**config.mk**
```make
export PLATFORM = sky130hd
export DESIGN_NAME = jam_cost_eval
export DESIGN_NICKNAME = d
export VERILOG_FILES = /design/src/rtl/jam_cost_eval.sv
export SDC_FILE = /design/constraint.sdc
export NUM_CORES = 1
export LEC_CHECK = 0
export CAP_MARGIN = 20
export CORE_ASPECT_RATIO = 1.25
export CORE_MARGIN = 3
export CORE_UTILIZATION = 46
export CTS_CLUSTER_DIAMETER = 60
export DETAILED_ROUTE_END_ITERATION = 10
export PLACE_DENSITY = 0.76
export REMOVE_ABC_BUFFERS = 1
export SYNTH_ARGS = -nofsm -noshare
export SYNTH_HDL_FRONTEND = slang
export SYNTH_SLANG_ARGS = --single-unit
```
**constraint.sdc**
```tcl
create_clock -name CLK -period 2.7 [get_ports CLK]
set_input_delay 0.675 -clock CLK [delete_from_list [all_inputs] [get_ports CLK]]
set_output_delay 0.675 -clock CLK [all_outputs]
set_load 0.005 [all_outputs]
```
**src/rtl/jam_cost_eval.sv**
```systemverilog
// jam_cost_eval
// Cost evaluator for the JAM (job-assignment) datapath. Each permutation
// handed over by the sorter (worker i -> job perm_i) is priced by sweeping
// the external cost ROM over all 8 workers and summing the entries. The block
// keeps the lowest total of the current run and how many permutations hit it,
// and flags the final result with a one-cycle Valid after the last permutation.
//
// Ports:
//   CLK, RST          clock (rising edge) and synchronous active-high reset
//   start, last       permutation ready / final permutation, sampled in IDLE
//   perm0..perm7      job index for workers 0..7, captured on accepted start
//   W, J              cost ROM worker/job address (0 outside accumulation)
//   Cost              cost ROM read data for (W,J)
//   busy              high whenever the evaluator is not idle
//   eval_done         one-cycle pulse per fully evaluated permutation
//   MinCost           lowest total seen in the current run
//   MatchCount        number of permutations whose total equals MinCost
//   Valid             one-cycle pulse: MinCost/MatchCount are final
//
// Build option:
//   JAM_COST_REG_EN   cost ROM has one cycle of registered read latency; the
//                     accumulation phase is stretched to 9 cycles and Cost is
//                     added one cycle after its address was issued.
module jam_cost_eval #(
   parameter int NW  = 8,
   parameter int CW  = 7,
   parameter int SW  = 10,
   parameter int MCW = 16
) (
   input  logic           CLK,
   input  logic           RST,
   input  logic           start,
   input  logic           last,
   input  logic [2:0]     perm0,
   input  logic [2:0]     perm1,
   input  logic [2:0]     perm2,
   input  logic [2:0]     perm3,
   input  logic [2:0]     perm4,
   input  logic [2:0]     perm5,
   input  logic [2:0]     perm6,
   input  logic [2:0]     perm7,
   output logic [2:0]     W,
   output logic [2:0]     J,
   input  logic [CW-1:0]  Cost,
   output logic           busy,
   output logic           eval_done,
   output logic [SW-1:0]  MinCost,
   output logic [MCW-1:0] MatchCount,
   output logic           Valid
);

   typedef enum logic [1:0] {IDLE, ACC, CMP} stateT;

   stateT                  state_q, state_d;
   logic [NW-1:0][2:0]     perm_q, perm_d;
   logic                   last_q, last_d;
   logic [SW-1:0]          sum_q, sum_d;
   logic [2:0]             idx_q, idx_d;
   logic [SW-1:0]          minCost_q, minCost_d;
   logic [MCW-1:0]         matchCount_q, matchCount_d;
   logic                   newRun_q, newRun_d;
   logic                   evalDone_q, evalDone_d;
   logic                   valid_q, valid_d;
`ifdef JAM_COST_REG_EN
   logic                   accValid_q, accValid_d;
   logic                   addrDone_q, addrDone_d;
`endif

   // State register. Everything, including the running minimum, returns to
   // its power-up value on RST so an interrupted run leaves no trace.
   always_ff @(posedge CLK) begin
      if (RST) begin
         state_q      <= IDLE;
         perm_q       <= '0;
         last_q       <= 1'b0;
         sum_q        <= '0;
         idx_q        <= '0;
         minCost_q    <= '1;
         matchCount_q <= '0;
         newRun_q     <= 1'b1;
         evalDone_q   <= 1'b0;
         valid_q      <= 1'b0;
`ifdef JAM_COST_REG_EN
         accValid_q   <= 1'b0;
         addrDone_q   <= 1'b0;
`endif
      end else begin
         state_q      <= state_d;
         perm_q       <= perm_d;
         last_q       <= last_d;
         sum_q        <= sum_d;
         idx_q        <= idx_d;
         minCost_q    <= minCost_d;
         matchCount_q <= matchCount_d;
         newRun_q     <= newRun_d;
         evalDone_q   <= evalDone_d;
         valid_q      <= valid_d;
`ifdef JAM_COST_REG_EN
         accValid_q   <= accValid_d;
         addrDone_q   <= addrDone_d;
`endif
      end
   end

   // Next-state and ROM address logic. IDLE captures a permutation (and
   // clears the running minimum when a new run begins), ACC walks the ROM one
   // worker per cycle, and CMP folds the finished total into the minimum.
   always_comb begin
      state_d      = state_q;
      perm_d       = perm_q;
      last_d       = last_q;
      sum_d        = sum_q;
      idx_d        = idx_q;
      minCost_d    = minCost_q;
      matchCount_d = matchCount_q;
      newRun_d     = newRun_q;
      evalDone_d   = 1'b0;
      valid_d      = 1'b0;
      W            = 3'd0;
      J            = 3'd0;
`ifdef JAM_COST_REG_EN
      accValid_d   = 1'b0;
      addrDone_d   = addrDone_q;
`endif
      case (state_q)
         IDLE: begin
            if (start) begin
               perm_d  = {perm7, perm6, perm5, perm4, perm3, perm2, perm1, perm0};
               last_d  = last;
               sum_d   = '0;
               idx_d   = '0;
               state_d = ACC;
`ifdef JAM_COST_REG_EN
               addrDone_d = 1'b0;
`endif
               if (newRun_q) begin
                  minCost_d    = '1;
                  matchCount_d = '0;
                  newRun_d     = 1'b0;
               end
            end
         end
         ACC: begin
`ifdef JAM_COST_REG_EN
            // Addresses go out in the first 8 cycles; the data for each comes
            // back a cycle later, so accValid trails the address phase and the
            // ninth cycle only drains the last ROM word.
            if (!addrDone_q) begin
               W     = idx_q;
               J     = perm_q[idx_q];
               idx_d = idx_q + 3'd1;
               if (idx_q == 3'(NW - 1)) begin
                  addrDone_d = 1'b1;
               end
            end else begin
               state_d = CMP;
            end
            accValid_d = !addrDone_q;
            if (accValid_q) begin
               sum_d = sum_q + {{(SW - CW){1'b0}}, Cost};
            end
`else
            W     = idx_q;
            J     = perm_q[idx_q];
            sum_d = sum_q + {{(SW - CW){1'b0}}, Cost};
            idx_d = idx_q + 3'd1;
            if (idx_q == 3'(NW - 1)) begin
               state_d = CMP;
            end
`endif
         end
         CMP: begin
            if (sum_q < minCost_q) begin
               minCost_d    = sum_q;
               matchCount_d = {{(MCW - 1){1'b0}}, 1'b1};
            end else if (sum_q == minCost_q) begin
               if (matchCount_q != '1) begin
                  matchCount_d = matchCount_q + {{(MCW - 1){1'b0}}, 1'b1};
               end
            end
            evalDone_d = 1'b1;
            if (last_q) begin
               valid_d  = 1'b1;
               newRun_d = 1'b1;
            end
            state_d = IDLE;
         end
         default: begin
            state_d = IDLE;
         end
      endcase
   end

   assign busy       = (state_q != IDLE);
   assign eval_done  = evalDone_q;
   assign Valid      = valid_q;
   assign MinCost    = minCost_q;
   assign MatchCount = matchCount_q;

endmodule
```
==> results of run 1 <==
[layout make-up]
| class | count | area share |
|---|---|---|
| clock buffers | 11 | 0.03198 |
| clock inverters | 5 | 0.01242 |
| repair buffers | 110 | 0.2109 |
| flip-flops and latches | 69 | 0.2941 |
| well taps | 90 | 0.02378 |
| multi-input cells | 297 | 0.4117 |
| inverters | 19 | 0.01506 |
[per-layer routing]
metal	GRT usage	wire length (um)	vias to the layer above
met5	0	0	-
met4	0.08045	129	0
met3	0.03917	408	12
met2	0.3525	4186	74
met1	0.2300	3519	1496
li1	-	-	1638
[through the flow]
step	setup TNS, ns	cell area [um2]	setup WS, ns	std cells	total power [mW]
floorplan	0	3346	0.1196	385	1.239
global placement	-0.8434	4434	-0.2819	582	1.378
detailed placement	-2.101	4434	-0.3879	582	1.386
CTS	0	4651	0.01114	598	2.256
global route	0	4735	0.005920	601	2.342
finish	0	4735	0.1060	601	2.245
[critical path, stage by stage (launching register included)]
cell and delay, ns:
sky130_fd_sc_hd__dfxtp_4 0.41, sky130_fd_sc_hd__mux4_2 0.52, sky130_fd_sc_hd__mux2i_1 0.13, sky130_fd_sc_hd__nor2_1 0.06, sky130_fd_sc_hd__clkdlybuf4s50_1 0.45
[power groups by stage]
stage | registers, mW | logic, mW | clock network (mW)
6_report | 1.07 | 0.295 | 0.877
5_1_grt | 1.08 | 0.329 | 0.935
4_1_cts | 1.07 | 0.293 | 0.891
3_5_place_dp | 1.10 | 0.290 | 0
3_3_place_gp | 1.09 | 0.283 | 0
2_1_floorplan | 1.09 | 0.145 | 0
[Yosys cell counts (3+ instances only)]
library cell | instances | area, um2
sky130_fd_sc_hd__o22a_1 | 10 | 87.58
sky130_fd_sc_hd__nand4_1 | 10 | 62.56
sky130_fd_sc_hd__mux4_2 | 6 | 135.1
sky130_fd_sc_hd__xnor2_1 | 5 | 43.79
sky130_fd_sc_hd__o21ai_0 | 17 | 85.08
sky130_fd_sc_hd__a21o_1 | 3 | 22.52
sky130_fd_sc_hd__clkbuf_1 | 17 | 63.81
sky130_fd_sc_hd__a31oi_1 | 4 | 25.02
sky130_fd_sc_hd__inv_1 | 19 | 71.32
sky130_fd_sc_hd__nand3_1 | 12 | 60.06
sky130_fd_sc_hd__nor4_1 | 5 | 31.28
sky130_fd_sc_hd__nor3_1 | 7 | 35.03
sky130_fd_sc_hd__a21oi_1 | 42 | 210.2
sky130_fd_sc_hd__nand2_1 | 74 | 277.8
sky130_fd_sc_hd__o31ai_1 | 9 | 67.56
sky130_fd_sc_hd__and2_1 | 8 | 50.05
sky130_fd_sc_hd__nor2_1 | 28 | 105.1
sky130_fd_sc_hd__dfxtp_1 | 69 | 1381
sky130_fd_sc_hd__ha_1 | 20 | 250.2
sky130_fd_sc_hd__mux2i_1 | 3 | 30.03
sky130_fd_sc_hd__nor2b_1 | 3 | 18.77
sky130_fd_sc_hd__nand2b_1 | 3 | 18.77
[flip-flops by register name, indices dropped and copies added (netlist names)]
name and flops:
newRun_q 1, MinCost 10, last_q 1, Valid 1, perm_q 24, MatchCount 16, state_q 2, sum_q 10
idx_q 3, eval_done 1
[kinds of logic (layout without fill, tap and decap cells)]
family          after synthesis  after routing  share of synthesized area
compound gates               94             94                     0.1710
xor+xnor                      6              6                    0.01524
fa+ha+maj                    21             21                    0.07840
buf+inv                      41            145                    0.05009
flops                        69             69                     0.4007
mux                          11             11                    0.05445
simple gates                165            165                     0.2301
[placed cells by master (no fill, tap or decap), types with 3 or more instances in the layout]
cell type                         count
sky130_fd_sc_hd__nand2_1             74
sky130_fd_sc_hd__clkdlybuf4s50_1     69
sky130_fd_sc_hd__dfxtp_1             62
sky130_fd_sc_hd__a21oi_1             42
sky130_fd_sc_hd__buf_4               41
sky130_fd_sc_hd__nor2_1              27
sky130_fd_sc_hd__inv_1               19
sky130_fd_sc_hd__ha_1                17
sky130_fd_sc_hd__o21ai_0             15
sky130_fd_sc_hd__nand3_1             12
sky130_fd_sc_hd__clkbuf_8            11
sky130_fd_sc_hd__nand4_1             10
sky130_fd_sc_hd__o22a_1              10
sky130_fd_sc_hd__and2_1               8
sky130_fd_sc_hd__o31ai_1              8
sky130_fd_sc_hd__dfxtp_2              6
sky130_fd_sc_hd__mux4_2               6
sky130_fd_sc_hd__nor3_1               6
sky130_fd_sc_hd__nor4_1               5
sky130_fd_sc_hd__xnor2_1              5
sky130_fd_sc_hd__a31oi_1              4
sky130_fd_sc_hd__nand2b_1             3
sky130_fd_sc_hd__mux2i_1              3
sky130_fd_sc_hd__a21o_1               3
sky130_fd_sc_hd__ha_4                 3
[timing repair]
item / 4_1_cts / 5_1_grt
endpoints found under the hold margin: 0 / 0
gates cloned: 0 / 0
gates resized for setup: 5 / 15
setup endpoints to repair: 16 / 16
buffers inserted: 0 / 3
pin swaps: 0 / 8
[final timing paths]
check	start	endpoint
setup / recovery	idx_q[1]$_SDFFE_PP0P_	J[1]
hold / removal	perm_q[17]$_SDFFE_PP0P_	perm_q[17]$_SDFFE_PP0P_
setup reg to reg	MinCost[5]$_SDFFE_PP1P_	MatchCount[15]$_SDFFE_PP0P_
hold reg to reg	perm_q[17]$_SDFFE_PP0P_	perm_q[17]$_SDFFE_PP0P_
==> results, run 1 <==
- The run finished with clean final reports.
- Hold timing on the final database bottoms out at a slack of 0.4557 ns.
- The post-cts hold buffer count is 0.
- Entering global routing, the biggest net connects 44 pins.
- After filler insertion, the fill cell instance count of the layout stands at 604.
- The portion of the clock cycle consumed by the worst path in the final layout is 0.9607.
- The tool flagged a number of max-cap violations equal to 0.
- The worst-case IR drop observed on VDD is between 200 and 300 uV.
- The internal power of the cells totals 1.681 mW.
- The area added between synthesis and finish is 37.35%.
- The setup check on the worst reg-to-reg path leaves a slack of around 0.13 ns.
- The transition time at the pin with the least slew margin is about 0.77 ns.
- Of the total power, the share spent switching nets is 0.2514.
- At the worst endpoint, the arrival time is 1.92 ns.
- The worst setup path is of the register to output pin kind.
- From bottom edge to top edge, the die measures around 100 um.
- The area of the die is 0.008575 mm2.
- The number of vias in the routed layout is around 3,200.
- The placer's final routability congestion estimate is 0.8165.
- The clock reaches the later pin of the worst-skew pair after between 0.3 and 0.4 ns.
- The cell count after synthesis is 407.
- The number of enable-type register cells in the synthesized netlist is 0.
- Of the total power, combinational logic draws 0.131.
- The tightest slew margin relative to the limit is 0.4886.
- Each instance of the synthesized netlist takes up on average between 8 and 9 um2.
- In the final layout, the share of cells above drive strength 1 is 0.1722.
- Of all nets on the critical path, the largest fanout is 7.
- Along the worst hold path, the cell count comes to 2.
- The final max-slew violation count is 0.
- Of all flip-flops after synthesis, the portion carrying an async set or reset was 0.
- The number of buffers added by the clock tree synthesis step is 9.
- The remaining global-route overflow is 0.
- The warning count from the yosys run is 0.
- Subtracting the final worst setup slack from the clock period gives approximately 2.6 ns.
- The longest clock path from root to sink contains 2 buffers.
- The static power due to leakage is approximately 1.9 nW.
- The first routing iteration left 157 violations.
- The routed length per placed instance is between 10 and 15 um.
- The residual DRC count is 0.
- The path class of the tightest hold or removal check is register to register.
- For this configuration, the core starts out at a cell density of 0.4852.
- The first detailed-routing pass took 4 iterations.
- The number of cells on the worst reg-to-reg path is 9.
- The number of nets in the layout is 562.
- The sequential area share after synthesis is 0.4007.
- Clock-pin slew was measured on the worst setup and hold paths at 0.08 ns.
- The CTS tree is built.
- In this run the remaining antenna-violating nets after routing total 0.
- Setup violations remaining at the end of the flow were counted as 0.
- The initialized floorplan defines 34 standard-cell rows.
- The clock tree synthesis step divided the H-tree into 3 levels.
- The final worst clock skew is a little under 0.008 ns.
- From left edge to right edge, the die measures around 83 um.
- STA classifies the critical path startpoint as a register.
- The total half-perimeter wirelength after legalization and detailed placement is approximately 6000 um.
- Across the whole layout, storage elements account for ~0.0014 mm2.
- The total count of hold-check failures in the final report is 0.
- The count of port buffers added during placement is slightly below 70.
- The number of antenna violations at the first check in global routing is 0.
- The synthesized design contains 69 register bits.
- The final core area utilization is 0.6664.
- The fmax is about 390 MHz.
- The cell area after technology mapping is ~0.0034 mm2.
- The root buffer cell is sky130_fd_sc_hd__clkbuf_8.
- In the routed layout, each cell is associated on average with a via count of 5.358.
- The first global-routing pass estimated 13,680 um of wire.
- 0 antenna diodes ended up in the layout.
- The total number of clock tree sinks is 69.
- The routed design has about 8200 um of wire.
- The total global routing track utilization is 0.1956.
- STA puts the critical path data required time at 2.03 ns.
- The combined area of the multi-input logic cells is around 0.0019 mm2.
- The part of the power in registers is 0.478.
- The area of the core is ~0.007 mm2.
- Setup repair after global routing left no endpoint under its margin.
- The number of global-route vias before repair was between 3,000 and 4,000.
- The commonest register cell after synthesis is sky130_fd_sc_hd__dfxtp_1.
- 70 I/O pins were placed.
- The power per cell area is approximately 470 mW/mm2.
- The net switching power is approximately 560 uW.
- The count of different cell masters after synthesis is 48.
- The critical path endpoint category is an output pin.
- The share of total power dissipated in the clock network is 0.391.
Note: power is estimated with default switching activity, not from simulation.
==> inputs of run 2 (changes only) <==
- CORE_UTILIZATION: 46 -> 55
- CTS_CLUSTER_DIAMETER: 60 -> not set
- PLACE_DENSITY: 0.76 -> 0.85
- clock period: 2.7 -> 3 ns (I/O delays scaled with it)
==> run 2 against run 1 <==
  * First-iteration DRC count is 1.9% higher
  * Setup slack gained 0.076 ns
  * Sequential share of layout area up 1.7 points
  * Count of clock-buffer cells in the layout shrank 2
  * Critical path depth increased by 7
  * Cell area down 6.3%
==> results, run 2 (same netlist as run 1, synthesis figures left out) <==
- The number of nets in the layout is 532.
- The residual DRC count is 0.
- The starting density of the core is 0.5809.
- The worst hold path begins at last_q$_SDFFE_PP0P_.
- Once detail routing completed, the nets flagged for antenna violations numbered 0.
- Global routing finished with a remaining overflow of 0.
- The top-level I/O count is 70.
- The number of antenna violations at the first check in global routing is 0.
- The total half-perimeter wirelength after legalization and detailed placement is about 5700 um.
- The fmax is about 350 MHz.
- The critical path endpoint category is a register.
- The area of the core is roughly 0.006 mm2.
- The total number of clock tree sinks is 69.
- The number of flip-flops in the largest register is 24.
- The later pin in the worst-skew pair is clocked with a latency of roughly 0.34 ns.
- After the first detailed-routing iteration, the DRC count stood at between 150 and 200.
- Of the available clock period, the critical path in the final layout requires 0.9395.
- Once routing completed, OpenROAD measured the worst setup slack at 0.1816 ns.
- For this design the static power due to leakage is 1.719 nW.
- The top cell types in the final layout, fill and taps aside, are sky130_fd_sc_hd__nand2_1 (74), sky130_fd_sc_hd__clkdlybuf4s50_1 (69), sky130_fd_sc_hd__dfxtp_1 (68).
- The max-cap violation count is 0.
- The deepest level of the CTS H-tree is 3.
- Between clock sinks in the finished design, the worst skew comes to a little under 0.01 ns.
- From left edge to right edge, the die measures 76.81 um.
- The die covers 0.007259 mm2.
- The worst hold path passes through 2 cells.
- The pre-antenna-repair detailed-routing pass consisted of 4 iterations.
- TritonCTS built the clock tree.
- Leaving out fill and tap cells, the most frequent cell in the layout is sky130_fd_sc_hd__nand2_1.
- The first global-routing pass estimated between 10,000 and 15,000 um of wire.
- The signal arrival time at the worst endpoint is slightly above 3 ns.
- The number of buffers added by the clock tree synthesis step is 9.
- The data required time of the critical path is between 3 and 4 ns.
- Prior to clock tree synthesis, the placed netlist has a worst setup slack of -0.1119 ns.
- The run finished with clean final reports.
- In this run, post-CTS hold repair placed 0 buffers.
- Once the clock tree was built, the setup fixing pass inserted 0 buffers.
- The clock tree buffer depth is 2.
- In the final layout, the share of cells above drive strength 1 is 0.09148.
- In this run the tightest slew margin relative to its limit is 0.4472.
- Setup total negative slack on the finished layout was measured at 0 ns.
- In this run the tool buffered the top-level ports with between 60 and 70 buffer cells.
- The routed length per placed instance is about 14 um.
- The largest fanout on the critical path is 2.
- The pin count of the biggest net entering global routing is 45.
- The number of vias in the routed layout is about 3,100.
- The aggregate routed wire length is ~8000 um.
- The number of placement rows is 31.
- From synthesis to final layout, the design area changed by 28.71%.
- Across all hold checks on the routed design, the worst slack comes to around 0.45 ns.
- The number of cells on the worst reg-to-reg path is 9.
- The startpoint identified for the worst register-to-register timing path is MinCost[7]$_SDFFE_PP1P_.
- After detailed routing, the number of vias per cell comes to roughly 5.6.
- The number of instances resized during post-cts repair is 0.
- The nature of the critical path startpoint is an input pin.
- The number of global-route vias before repair is 3,001.
- The total global routing track utilization is 0.2241.
- The type of the tightest min-delay check is register to register.
- CTS placed an instance of sky130_fd_sc_hd__clkbuf_8 at the clock tree root.
- Setup violations remaining at the end of the flow were counted as 0.
- The critical path in this run is classified as input pin to register.
- The final core area utilization is 0.7476.
- The reg-to-reg setup timing slack is approximately 0.23 ns.
- The power per cell area is roughly 460 mW/mm2.
- After layout, the minimum clock period comes to ~2.8 ns.
- The repair_antennas step left the layout with diodes totalling 0.
- The maximum ir drop on the vdd rail is between 300 and 400 uV.
- At the pin with the least slew margin, the transition time is ~0.82 ns.
- The final max-slew violation count came to 0.
- From bottom edge to top edge, the die measures 94.51 um.
- The clock transition time at the flip-flop clock pins of the worst setup and hold paths is roughly 0.070 ns.
- For hold timing, the worst endpoint is last_q$_SDFFE_PP0P_.
- At the end of routability-driven placement, the weighted congestion stood at around 0.90.
- The register with the most flip-flops in the final layout is perm_q.
- Setup repair after global routing left no endpoint under its margin.
- The worst register-to-register path ends at MatchCount[15]$_SDFFE_PP0P_.
- The total count of hold-check failures in the final report is 0.
run 2: how the worst max path moves through the flow:
stage | from | to | slack, ns
floorplan | MinCost[7]$_SDFFE_PP1P_ | MatchCount[15]$_SDFFE_PP0P_ | 0.42
global placement | Cost[0] | sum_q[8]$_SDFFE_PP0P_ | 0.01
detailed placement | Cost[0] | sum_q[8]$_SDFFE_PP0P_ | -0.11
CTS | idx_q[1]$_SDFFE_PP0P_ | J[0] | 0.02
global route | MinCost[5]$_SDFFE_PP1P_ | MinCost[5]$_SDFFE_PP1P_ | 0.05
finish | Cost[0] | sum_q[8]$_SDFFE_PP0P_ | 0.18
run 2: worst max-delay path, stage by stage:
cell and delay (ns):
sky130_fd_sc_hd__clkdlybuf4s50_1 0.42, sky130_fd_sc_hd__ha_1 0.22, sky130_fd_sc_hd__inv_1 0.07, sky130_fd_sc_hd__fa_1 0.17
sky130_fd_sc_hd__nor2b_1 0.06, sky130_fd_sc_hd__o21ai_0 0.22, sky130_fd_sc_hd__a21boi_0 0.17, sky130_fd_sc_hd__o21a_1 0.21
sky130_fd_sc_hd__o311ai_0 0.36, sky130_fd_sc_hd__mux2_2 0.38, sky130_fd_sc_hd__nor2_1 0.07
run 2: cell type report:
type,count,area [um2]
clock buffer,9,123.9
clock inverter,7,90.09
fill,461,1498
inverter,19,71.32
multi-input combinational,297,1893
sequential,69,1383
tap,82,102.6
timing repair buffer,80,773.2
run 2: metrics by stage:
| stage | instances | power (mW) | instance area [um2] |
|---|---|---|---|
| after floorplan | 385 | 1.115 | 3346 |
| after global placement | 547 | 1.219 | 4222 |
| after detailed placement | 547 | 1.227 | 4222 |
| after CTS | 563 | 2.030 | 4436 |
| after global routing | 563 | 2.103 | 4437 |
| final | 563 | 2.025 | 4437 |
run 2: report_power, final:
group | internal [mW] | switching, mW | leakage [nW]
Sequential | 0.947 | 0.0239 | 0.562
Clock | 0.463 | 0.353 | 0.105
Combinational | 0.119 | 0.120 | 1.05
Total | 1.53 | 0.496 | 1.72
run 2: layer usage:
layer	wire, um	up-vias	GRT usage
met5	0	-	0
met4	138	0	0.1012
met3	399	16	0.05534
met2	4030	101	0.3946
met1	3343	1456	0.2569
li1	-	1571	-
==> inputs of run 3 (changes only) <==
- CORE_MARGIN: 3 -> not set
==> run 3 against run 2 <==
  * Hold slack improved by 0.0037 ns
  * Core utilization is 0.80 points lower
  * Largest power group unchanged
  * Critical path type is now register to output pin
  * Clock skew shrank 0.0025 ns
  * Wire length down 2.0%
  * First-iteration DRC count grew 61%
  * Global-route usage is 3.2 points higher
  * Sequential power hardly changed
  * Die area decreased by 9.2%
  * Cell area fell by 1.1%
  * Maximum frequency grew 0.20%
==> results, run 3 (same netlist as run 1, synthesis figures left out) <==
- The run finished with clean final reports.
- Summed over all layers, the global routing overflow is 0.
- The tree is rooted in a sky130_fd_sc_hd__clkbuf_8.
- The number of buffers added by the clock tree synthesis step is 9.
- After detailed routing, the wire length on met1 is 3239 um.
- The vertical die dimension is 90.51 um.
- The cell depth of the worst setup path is 4.
- For this design the ratio of total power to cell area is around 420 mW/mm2.
- The category of the most critical setup path is register to output pin.
- For this run, the top clock speed supported by timing is ~360 MHz.
- The number of setup violations in the final report is 0.
- Setup repair after global routing left no endpoint under its margin.
- For the worst setup path, the data required time is 2.25 ns.
- The part of the power in registers is 0.521.
- The number of nets in the layout is around 530.
- In the finished design, the share of the clock period the worst path needs comes to 0.9376.
- In this run the static leakage power is roughly 1.7 nW.
- STA classifies the critical path endpoint as an output pin.
- The initial utilization of the core area, before any placement, comes to 0.5809.
- CTS saw 69 sinks.
- The number of DRC markers in iteration 0 is roughly 260.
- The tightest slew margin relative to the limit is 0.4727.
- The path class of the tightest hold or removal check is register to register.
- The worst register-to-register path has a depth of 9.
- The pin count of the biggest net entering global routing is 45.
- The count of nets left with antenna violations once routing finished came out at 0.
- The register with the most flip-flops in the layout has 24 of them.
- The critical path ends at J[2].
- Buffers inserted to repair hold after CTS numbered 0.
- The number of antenna cells inserted is 0.
- The highest-delay cell along the critical path is sky130_fd_sc_hd__mux4_2.
- For this run, the slowest stage of the critical path takes approximately 0.54 ns.
- The routed layout has roughly 3,200 vias.
- The deepest level of the CTS H-tree is 3.
- TritonCTS built the clock tree.
- Of the total power, the clock network draws 0.351.
- The time the worst path needs with I/O delays and setup is ~2.8 ns.
- The internal power is about 1.4 mW.
- The number of placement rows is 31.
- The family of cells with the greatest summed delay on the critical path is multiplexers.
- Routability-driven placement finished with a final weighted congestion of 0.9304.
- Counting flops per register, the top entry is perm_q.
- The area growth from synthesis to layout is 27.33%.
- The count of port buffers added during placement is just under 70.
- The net switching power is about 500 uW.
- The proportion of layout cells with a drive suffix above 1 is 0.09148.
- The clock latency on the worst-skew pair is between 0.3 and 0.4 ns.
- Routed signal wires occupy layers up through met4.
- IR analysis of the VDD net gives a maximum drop of 351.5 uV.
- The library cells used most frequently in the layout, excluding fill and tap cells, are sky130_fd_sc_hd__nand2_1 (74), sky130_fd_sc_hd__clkdlybuf4s50_1 (69), sky130_fd_sc_hd__dfxtp_1 (68).
- Tracing the worst setup path back leads to its startpoint at idx_q[1]$_SDFFE_PP0P_.
- Summed over all nets, the half-perimeter wirelength after detailed placement is 5666 um.
- After detailed routing, the number of vias per cell comes to 5.634.
- Of the total power, the share spent switching nets is 0.2697.
- The final worst clock skew is between 0.007 and 0.008 ns.
- Across every metal layer, demand over resource in global routing totals 0.2560.
- Hold timing on the final database bottoms out at a slack of between 0.4 and 0.5 ns.
- The end of the worst register-to-register path is MatchCount[15]$_SDFFE_PP0P_.
- The number of instances resized during post-cts repair is 0.
- In this run the worst path has a maximum fanout of 9.
- After clock tree synthesis, the clock-pin slew on the worst setup and hold paths is 0.07 ns.
- The area of the die is 0.006590 mm2.
- The wire length of the first global-routing pass is about 13,000 um.
- No sink is reached through more buffers than the 2 on the longest clock path.
- After filler insertion, the fill cell instance count of the layout stands at approximately 460.
- The number of antenna violations at the first check in global routing is 0.
- The max-cap violation count is 0.
- The signal arrival time at the worst endpoint is between 2 and 2.5 ns.
- The region available for standard cell placement spans ~0.0059 mm2.
- Leaving out fill and tap cells, the most frequent cell in the layout is sky130_fd_sc_hd__nand2_1.
- Walking the worst path, the cells encountered are mux4_2 -> mux2i_1 -> nor2_1 -> clkdlybuf4s50_1.
- The total count of hold-check failures in the final report is 0.
- The wire length on met3 is about 430 um.
- The top-level I/O count is 70.
- The combinational power share is 0.128.
- At the end of the flow the core is filled with cells to 0.7396.
- The post-CTS setup buffer count is 0.
- The transition time at the pin with the least slew margin is 0.7843 ns.
- The overall die width is roughly 73 um.
- The number of global-route vias before repair is ~3,000.
- The final max-slew violation count is 0.
- The total negative slack is 0 ns.
- In the final routed layout, each cell accounts on average for between 10 and 15 um.
- The residual DRC count is 0.
- The number of search-and-repair iterations in the first detailed-routing pass is 4.
- The overall power of the completed layout is between 1.5 and 2 mW.
- STA classifies the critical path startpoint as a register.
- The startpoint identified for the worst register-to-register timing path is MinCost[8]$_SDFFE_PP1P_.
- The length of routed met2 wiring is 3953 um.
- The buffer and inverter count on the worst path is 1.
- Wires add up to 7752 um.
- The reg-to-reg setup timing slack is around 0.21 ns.
## run 3: cell types whose count changed in the layout (fill, tap and decap cells not counted)
| cell | delta |
|---|---|
| sky130_fd_sc_hd__bufinv_16 | -2 |
| sky130_fd_sc_hd__clkinv_2 | +1 |
| sky130_fd_sc_hd__clkinvlp_4 | +1 |
## run 3: worst register-to-register path: cells and delay by family (launching register included)
family	cells	cell delay (ns)
fa+ha+maj	1	0.31
simple gates	5	1.68
buf+inv	1	0.06
flops	1	0.37
compound gates	2	0.26
## run 3: final cells by class
cell class,count,area (um2),share of cell area
multi-input cells,297,1893,0.4313
flip-flops and latches,69,1383,0.3150
repair buffers,80,773.2,0.1762
clock buffers,9,123.9,0.02822
well taps,82,102.6,0.02338
inverters,19,71.32,0.01625
clock inverters,7,42.54,0.009692
## run 3: metal layers
| metal | vias up | global-route usage |
|---|---|---|
| li1 | 1574 | - |
| met1 | 1480 | 0.3196 |
| met2 | 105 | 0.4245 |
| met3 | 13 | 0.05692 |
| met4 | 0 | 0.09641 |
| met5 | - | 0 |
## run 3: through the flow
stage | cell area, um2 | std cells | setup WS [ns]
floorplan | 3346 | 385 | 0.4196
global placement | 4222 | 547 | 0.01128
detailed placement | 4222 | 547 | -0.1008
CTS | 4388 | 563 | 0.008705
global route | 4389 | 563 | 0.02983
finish | 4389 | 563 | 0.1873
## run 3: how the worst min path moves through the flow
| stage | startpoint | end | slack, ns | cells past startpoint |
|---|---|---|---|---|
| 5_1_grt | perm_q[19]$_SDFFE_PP0P_ | perm_q[19]$_SDFFE_PP0P_ | 0.48 | 2 |
| 6_report | perm_q[21]$_SDFFE_PP0P_ | perm_q[21]$_SDFFE_PP0P_ | 0.46 | 2 |
| 3_3_place_gp | perm_q[0]$_SDFFE_PP0P_ | perm_q[0]$_SDFFE_PP0P_ | 0.44 | 2 |
| 2_1_floorplan | last_q$_SDFFE_PP0P_ | last_q$_SDFFE_PP0P_ | 0.43 | 2 |
| 4_1_cts | perm_q[17]$_SDFFE_PP0P_ | perm_q[17]$_SDFFE_PP0P_ | 0.46 | 2 |
| 3_5_place_dp | perm_q[19]$_SDFFE_PP0P_ | perm_q[19]$_SDFFE_PP0P_ | 0.45 | 2 |
## run 3: power by group through the flow
stage	logic [mW]	clock network [mW]	registers, mW
global route	0.267	0.712	0.974
finish	0.239	0.653	0.970
detailed placement	0.237	0	0.991
global placement	0.231	0	0.989
floorplan	0.130	0	0.985
CTS	0.239	0.663	0.969
